--- config.mk ---
export PLATFORM = sky130hd
export DESIGN_NAME = clken_ramp_sequencer_flat
export DESIGN_NICKNAME = d
export VERILOG_FILES = /design/src/rtl/clken_ramp_sequencer_if.sv /design/src/rtl/clken_ramp_sequencer.sv /design/src/flat_wrapper.sv
export SDC_FILE = /design/constraint.sdc
export NUM_CORES = 1
export LEC_CHECK = 0
export ABC_AREA = 1
export CORE_ASPECT_RATIO = 0.75
export CORE_MARGIN = 1.5
export CORE_UTILIZATION = 59
export CTS_BUF_LIST = sky130_fd_sc_hd__clkbuf_8
export CTS_CLUSTER_SIZE = 40
export DETAILED_ROUTE_END_ITERATION = 10
export PLACE_DENSITY_LB_ADDON = 0.2
export SKIP_CTS_REPAIR_TIMING = 1
export SLEW_MARGIN = 20
export SYNTH_ARGS = -nofsm -noshare
export SYNTH_HDL_FRONTEND = slang
export SYNTH_SLANG_ARGS = --single-unit
--- constraint.sdc ---
create_clock -name clk -period 4.65 [get_ports clk]
set_input_delay 1.395 -clock clk [delete_from_list [all_inputs] [get_ports clk]]
set_output_delay 1.395 -clock clk [all_outputs]
set_load 0.02 [all_outputs]
--- src/rtl/clken_ramp_sequencer_if.sv ---
// Signal bundle between the fsl_clk control sources and the clock-enable ramp sequencer.
// Optional macro CLKEN_SEQ_ACTIVE_COUNT_EN adds the active_count return signal.
interface clken_ramp_sequencer_if #(
    parameter int NUM_REGIONS = 29
);
    localparam int IDX_W = (NUM_REGIONS > 1) ? $clog2(NUM_REGIONS) : 1;

    logic                   fsl_rst;
    logic                   stop;
    logic                   kill;
    logic [NUM_REGIONS-1:0] region_mask;
    logic [NUM_REGIONS-1:0] clken;
    logic [1:0]             state;
    logic                   all_on;
    logic                   ramp_done;
    logic                   off_done;
`ifdef CLKEN_SEQ_ACTIVE_COUNT_EN
    logic [IDX_W:0]         active_count;

    modport master (
        output fsl_rst, stop, kill, region_mask,
        input  clken, state, all_on, ramp_done, off_done, active_count
    );
    modport slave (
        input  fsl_rst, stop, kill, region_mask,
        output clken, state, all_on, ramp_done, off_done, active_count
    );
`else
    modport master (
        output fsl_rst, stop, kill, region_mask,
        input  clken, state, all_on, ramp_done, off_done
    );
    modport slave (
        input  fsl_rst, stop, kill, region_mask,
        output clken, state, all_on, ramp_done, off_done
    );
`endif
endinterface

--- src/rtl/clken_ramp_sequencer.sv ---
// Staggered soft-start / soft-stop of per-region clock enables in the fsl_clk domain.
// Optional macro CLKEN_SEQ_ACTIVE_COUNT_EN adds a registered popcount of clken.
module clken_ramp_sequencer #(
    parameter int NUM_REGIONS = 29,
    parameter int STEP_LOG2   = 18
) (
    input logic                   clk,
    input logic                   rst,
    clken_ramp_sequencer_if.slave sif
);
    localparam int IDX_W = (NUM_REGIONS > 1) ? $clog2(NUM_REGIONS) : 1;
    localparam logic [IDX_W-1:0]     LAST_IDX = IDX_W'(NUM_REGIONS - 1);
    localparam logic [STEP_LOG2-1:0] CNT_MAX  = '1;

    typedef enum logic [1:0] {
        IDLE      = 2'd0,
        RAMP_UP   = 2'd1,
        RUN       = 2'd2,
        RAMP_DOWN = 2'd3
    } state_t;

    state_t                 state_q, state_d;
    logic [IDX_W-1:0]       idx_q, idx_d;
    logic [STEP_LOG2-1:0]   cnt_q, cnt_d;
    logic [NUM_REGIONS-1:0] ce_q, ce_d;
    logic [NUM_REGIONS-1:0] clken_q, clken_d;
    logic                   armed_q, armed_d;
    logic                   fsl_rst_dly_q;
    logic                   ramp_done_q, ramp_done_d;
    logic                   off_done_q, off_done_d;

    always_comb begin
        state_d     = state_q;
        idx_d       = idx_q;
        cnt_d       = cnt_q;
        ce_d        = ce_q;
        armed_d     = armed_q;
        ramp_done_d = 1'b0;
        off_done_d  = 1'b0;

        if (!sif.fsl_rst && fsl_rst_dly_q) begin
            armed_d = 1'b1;
        end

        if (sif.fsl_rst) begin
            armed_d = 1'b0;
            ce_d    = '0;
            state_d = IDLE;
            idx_d   = '0;
            cnt_d   = '0;
        end else if (sif.kill) begin
            // Hard stop keeps the arm so the ramp restarts once kill clears.
            ce_d    = '0;
            state_d = IDLE;
            idx_d   = '0;
            cnt_d   = '0;
        end else begin
            unique case (state_q)
                IDLE: begin
                    if (armed_q && !sif.stop) begin
                        state_d = RAMP_UP;
                        idx_d   = '0;
                        cnt_d   = '0;
                    end
                end
                RAMP_UP: begin
                    if (sif.stop) begin
                        state_d = RAMP_DOWN;
                        cnt_d   = '0;
                    end else begin
                        ce_d[idx_q] = 1'b1;
                        cnt_d       = cnt_q + STEP_LOG2'(1);
                        if (cnt_q == CNT_MAX) begin
                            if (idx_q == LAST_IDX) begin
                                state_d     = RUN;
                                ramp_done_d = 1'b1;
                            end else begin
                                idx_d = idx_q + IDX_W'(1);
                            end
                        end
                    end
                end
                RUN: begin
                    ce_d = '1;
                    if (sif.stop) begin
                        state_d = RAMP_DOWN;
                        idx_d   = LAST_IDX;
                        cnt_d   = '0;
                    end
                end
                RAMP_DOWN: begin
                    // Runs to completion regardless of stop; only kill/fsl_rst cut it short.
                    ce_d[idx_q] = 1'b0;
                    cnt_d       = cnt_q + STEP_LOG2'(1);
                    if (cnt_q == CNT_MAX) begin
                        if (idx_q == '0) begin
                            state_d    = IDLE;
                            armed_d    = 1'b0;
                            off_done_d = 1'b1;
                        end else begin
                            idx_d = idx_q - IDX_W'(1);
                        end
                    end
                end
                default: state_d = IDLE;
            endcase
        end

        clken_d = ce_q & sif.region_mask & ~{NUM_REGIONS{sif.kill}};
    end

    always_ff @(posedge clk) begin
        if (rst) begin
            state_q       <= IDLE;
            idx_q         <= '0;
            cnt_q         <= '0;
            ce_q          <= '0;
            clken_q       <= '0;
            armed_q       <= 1'b0;
            fsl_rst_dly_q <= 1'b0;
            ramp_done_q   <= 1'b0;
            off_done_q    <= 1'b0;
        end else begin
            state_q       <= state_d;
            idx_q         <= idx_d;
            cnt_q         <= cnt_d;
            ce_q          <= ce_d;
            clken_q       <= clken_d;
            armed_q       <= armed_d;
            fsl_rst_dly_q <= sif.fsl_rst;
            ramp_done_q   <= ramp_done_d;
            off_done_q    <= off_done_d;
        end
    end

    assign sif.clken     = clken_q;
    assign sif.state     = state_q;
    assign sif.all_on    = (state_q == RUN);
    assign sif.ramp_done = ramp_done_q;
    assign sif.off_done  = off_done_q;

`ifdef CLKEN_SEQ_ACTIVE_COUNT_EN
    logic [IDX_W:0] active_count_q;

    function automatic logic [IDX_W:0] popcount(input logic [NUM_REGIONS-1:0] v);
        logic [IDX_W:0] sum;
        sum = '0;
        for (int k = 0; k < NUM_REGIONS; k++) begin
            sum = sum + (IDX_W + 1)'(v[k]);
        end
        return sum;
    endfunction

    always_ff @(posedge clk) begin
        if (rst) begin
            active_count_q <= '0;
        end else begin
            active_count_q <= popcount(clken_q);
        end
    end

    assign sif.active_count = active_count_q;
`endif
endmodule

--- src/flat_wrapper.sv ---
// flat-port wrapper written by rule: the top's interface ports become plain ports
module clken_ramp_sequencer_flat 
#(
    parameter int NUM_REGIONS = 29,
    parameter int STEP_LOG2   = 18
)
  (clk, rst, sif_fsl_rst, sif_stop, sif_kill, sif_region_mask, sif_clken, sif_state, sif_all_on, sif_ramp_done, sif_off_done);
  clken_ramp_sequencer_if #(.NUM_REGIONS(NUM_REGIONS)) sif_i ();
  input logic clk;
  input logic rst;
  input wire logic [$bits(sif_i.fsl_rst)-1:0] sif_fsl_rst;
  input wire logic [$bits(sif_i.stop)-1:0] sif_stop;
  input wire logic [$bits(sif_i.kill)-1:0] sif_kill;
  input wire logic [$bits(sif_i.region_mask)-1:0] sif_region_mask;
  output wire logic [$bits(sif_i.clken)-1:0] sif_clken;
  output wire logic [$bits(sif_i.state)-1:0] sif_state;
  output wire logic [$bits(sif_i.all_on)-1:0] sif_all_on;
  output wire logic [$bits(sif_i.ramp_done)-1:0] sif_ramp_done;
  output wire logic [$bits(sif_i.off_done)-1:0] sif_off_done;
  assign sif_i.fsl_rst = sif_fsl_rst;
  assign sif_i.stop = sif_stop;
  assign sif_i.kill = sif_kill;
  assign sif_i.region_mask = sif_region_mask;
  assign sif_clken = sif_i.clken;
  assign sif_state = sif_i.state;
  assign sif_all_on = sif_i.all_on;
  assign sif_ramp_done = sif_i.ramp_done;
  assign sif_off_done = sif_i.off_done;
  clken_ramp_sequencer #(.NUM_REGIONS(NUM_REGIONS), .STEP_LOG2(STEP_LOG2)) u_core (.clk(clk), .rst(rst), .sif(sif_i));
endmodule
Word level (Yosys, flattened, before mapping)
Index checks and enable logic that the tools add are counted.

Add/sub/neg operators: 3. $lt $le $gt $ge: 2. Equality and inequality tests: 15. Multiplexer cells: 31. Bitwise gates (word level): 9. Reductions and logical operators: 16.

Operators by type and width (count): 29-bit AND (3); 29-bit case mux with 3 select lines (1); 18-bit case mux with 4 select lines (1); 29-bit NOT (2); 18-bit two-way mux (3); 5-bit two-way mux (7); 29-bit two-way mux (1); 29-bit bitwise OR (1); 5-bit case mux with 4 select lines (1); 18-bit by 1-bit adder with 18-bit output (second input constant) (1); 18-bit equality test (second input constant) (1); 2-bit two-way mux (7); 1-bit two-way mux (8); 2-bit by 1-bit inequality test with 1-bit output (second input constant) (4); 2-bit inequality test (second input constant) (4); 2-bit case mux with 4 select lines (1); 7-bit AND reduction (1); 5-bit by 6-bit less-than comparator with 1-bit output (second input constant) (1); 3-bit by 2-bit inequality test with 1-bit output (second input constant) (2); 6-bit AND reduction (1); 6-bit OR reduction (1); 5-bit by 1-bit adder with 5-bit output (second input constant) (1); 1-bit demux with 5-bit select (1); 5-bit equality test (second input constant) (1); other kinds (14) (21).

Register bits after elaboration: 87. Bits of input ports: 34. Word-level logic and storage cells: 85.

Logic depth before layout (Yosys ltp)
Depth in word-level cells: 7. Depth in mapped cells: 13.

Worst setup path after synthesis
Ideal clock, no wire load.

Path kind: reg-to-output. Start point: register u_core.state_q[0], in the netlist u_core.sif.state[0]. End point: output port sif_all_on. Arrival: 1.013 ns. Path slack: 2.242 ns. Cell stages (with the launch flop): 3. Path buffers: 0. Cells stage by stage: dfxtp_1 -> inv_1 -> ha_1.

Cells in the longest elaborated chain, start to end: 1.

RTL lines: start: declaration (RTL line clken_ramp_sequencer.sv:22) `state_t state_q, state_d;`; start signal: assignment (RTL line clken_ramp_sequencer.sv:124) `state_q <= state_d;`; 2-bit equality test (RTL line clken_ramp_sequencer.sv:138) `assign sif.all_on = (state_q == RUN);`; end: declaration (RTL line flat_wrapper.sv:17) `output wire logic [$bits(sif_i.all_on)-1:0] sif_all_on;`.

Every way passes these cells.

Worst setup path in the final report
Ends and elaborated chain as after synthesis.

==> impl_metrics.tcl <==
set metrics [dict create \
    result_of_the_run "completed" \
    grt_start_max_net_pins 37 \
    worst_min_delay_path_category "reg -> reg" \
    setup_viol 0 \
    synth-seq-cells 87 \
    starting_utilization_of_the_core_area_pct 62.03 \
    synth_most_common_cell "nand2_1" \
    die_x_um 97.81 \
    multi_input_comb_area_sq_mm 0.001898 \
    place.gp.congestion 0.8482 \
    overall_fraction_of_global_route_tracks_in_use_pct 27.62 \
    clock_power_share_pct 38.8 \
    synth_seq_area_share_pct 43.79 \
    syn_area_per_cell_sq_um 7.393 \
    synth_fp_nets 582 \
    power_per_standard_cell_area_mw_per_mm2 271.3 \
    syn_to_final_growth_pct 23.47 \
    timing.clock.skew_ps 5.657 \
    path_cells "inv_1 > ha_1 > clkdlybuf4s50_1" \
    cp_slowest_stage_delay_ps 640 \
    timing.setup.tns_ps 0 \
    port-buffer-count 67 \
    tritoncts_clock_tree "built" \
    slew-limit-headroom_pct 38.31 \
    worstMarginPinSlew_ps 924.3 \
    drc_errors 0 \
    pin_count 68 \
    layout.nets 650 \
    crit_path_capture_type "output pin" \
    worstPathBufferInverterCount 2 \
    synth_top_area_share_pct 43.79 \
    grt_setup_unrepaired "no" \
    grt_overflow_total 0 \
    cts.root.buffer_cell "clkbuf_8" \
    drt_first_iter_violations 313 \
    chipHeight_um 74.11 \
    coreArea_sq_mm 0.006412 \
    max_cap_violations 0 \
    fin_ws_ps 1358 \
    yosys-top-cells-area "dfxtp_1 (44%), nand2_1 (9.5%), nor2_1 (6.5%)" \
    n_antenna_cell 0 \
    critPathTopFamily "buffers and inverters" \
    combinational_family_with_the_most_area_after_synthesis "simple AND/OR/NAND/NOR gates" \
    share_of_cells_above_drive_strength_1_pct 8.183 \
    switching_share_of_power_pct 23.05 \
    drt-pass1-iter-count 5 \
    worstSetupPathType "reg -> out" \
    synth_enable_flop_cells 0 \
    dp_worst_setup_slack_ps 1378 \
    fmax_ghz 0.3037 \
    yosys.area_share.xor_xnor_pct 0.2202 \
    routed_wirelength_um 9723 \
    share_of_async_settable_or_async_resettable_flops_after_synthesis_pct 0 \
    first_global_vias 3592 \
    lkg_pwr_uw 0.001918 \
    report.final.hold_viol_count 0 \
    finalCriticalPeriod_ps 3292 \
    routed-via-count 3908 \
    synth_cell_type_count 36 \
    post_synth_fa_ha_maj_area_fraction_pct 3.334 \
    pwr-share-comb_pct 5.0 \
    final-max-slew-violation-count 0 \
    syn_inst 538 \
    post-layout-total-power_uw 1332 \
    synthFlopType "dfxtp_1" \
    vdd.ir_drop.worst_v 0.0002132 \
    leading_cell_types_by_count_after_synthesis "nand2_1 (101), dfxtp_1 (87), nor2_1 (69)" \
    sequentialPowerShare_pct 56.2 \
    clock_tree.htree_level_count 3 \
    p_switching_uw 307.1 \
    worst_skew_pair.late_latency_ps 360 \
    cp_max_fo 7 \
    period_share_pct 70.80 \
    dpl.hpwl_um 6923 \
    setup.worst_path.start_class "flop" \
    synth_largest_area_cell "dfxtp_1" \
    floorplan_row_count 25 \
    clk_pin_slew_worst_setup_hold_paths_ps 80 \
    dieArea_sq_mm 0.007248 \
    netlist_area_sq_mm 0.003978 \
    post_drt_via_cell_ratio 5.647 \
    ctsLongestPathBuffers 2 \
    wl_per_cell_um 14.05 \
    final.fill_count 471 \
    global_route_wire_length_before_repair_um 16190 \
    antenna_found_initial 0 \
    cellInternalPower_uw 1025 \
    crit_required_ps 3250 \
    synthesis.yosys.warnings 0 \
    route.antenna.remaining_nets 0 \
    cts.sink_count 87 \
    synth_compound_gate_area_share_pct 16.04 \
    slowest_stage "clkdlybuf4s50_1" \
    multiplexer_share_of_the_synthesized_area_pct 0 \
    register_area_sq_mm 0.001742 \
    cp_data_arrival_time_ps 1900 \
    synth_simple_gate_area_share_pct 28.12 \
    numCtsBuffers 9 \
]
## sequential cells by signal (all words and copies together) (netlist names)
register / flops
u_core.cnt_q: 18
u_core.sif.state: 2
u_core.idx_q: 5
u_core.armed_q: 1
u_core.sif.ramp_done: 1
u_core.sif.clken: 29
u_core.fsl_rst_dly_q: 1
u_core.sif.off_done: 1
u_core.ce_q: 29
## layout make-up
| type | count | share of cell area (%) |
|---|---|---|
| inverter | 73 | 5.580 |
| clock buffer | 9 | 2.522 |
| multi-input combinational | 363 | 38.65 |
| sequential | 87 | 35.46 |
| timing repair buffer | 72 | 14.42 |
| tap | 81 | 2.064 |
| clock inverter | 7 | 1.299 |
## power by group through the flow
stage	clock network [uW]	logic, uW	registers (uW)
after CTS	521	66.0	748
after floorplan	0	28.4	766
after global routing	549	72.3	749
final	517	66.6	748
after detailed placement	0	65.4	766
after global placement	0	64.2	766
## kinds of logic after synthesis
family | count (synthesis)
fa+ha+maj | 10
flops | 87
buf+inv | 88
compound gates | 103
xor+xnor | 1
simple gates | 249
## path summary, 6_finish.rpt
path,end,slack (ps),from,cells after the start
max,sif_all_on,1360,u_core.sif.state[0],3
min,u_core.sif.clken[22],460,u_core.ce_q[22],2
max reg2reg,u_core.idx_q[4],2300,u_core.sif.state[0],13
min reg2reg,u_core.sif.clken[22],460,u_core.ce_q[22],2
## layout by cell type, fill, tap and decap left out, types with 2 or more instances in the layout
master / instances
a21oi_1: 18
a31oi_1: 4
buf_4: 5
clkbuf_8: 9
clkdlybuf4s50_1: 67
clkinv_2: 2
dfxtp_1: 87
ha_1: 9
inv_1: 69
inv_2: 5
nand2_1: 101
nand2_2: 10
nand3_1: 42
nand3b_1: 2
nand4_1: 2
nor2_1: 69
nor2_2: 6
nor2_4: 5
nor3_1: 6
nor4_1: 2
o211ai_1: 30
o21ai_0: 35
o21ai_1: 3
o311ai_0: 7
## tightest hold or removal path: stages (launching register included)
cell and delay, ps:
dfxtp_1 330, nand2_1 60, nor2_1 30
## through the flow
stage                     instance area, sq um  instances  hold slack [ps]  utilization [%]
final                                     4911        692            458.3            76.59
after global routing                      4911        692            475.7            76.59
after CTS                                 4911        692            453.8            76.59
after detailed placement                  4723        676            444.1            73.66
after global placement                    4723        676            434.3            73.66
after floorplan                           3978        538            411.6                -
## routing by layer
| metal | track usage [%] | up-vias | share of wire, % |
|---|---|---|---|
| met5 | 0 | - | 0 |
| met4 | 8.413 | 0 | 0.96 |
| met3 | 7.237 | 12 | 8.7 |
| met2 | 45.06 | 166 | 44 |
| met1 | 36.72 | 1822 | 46 |
| li1 | - | 1908 | - |
No activity file was read; power rests on OpenSTA's default activity.
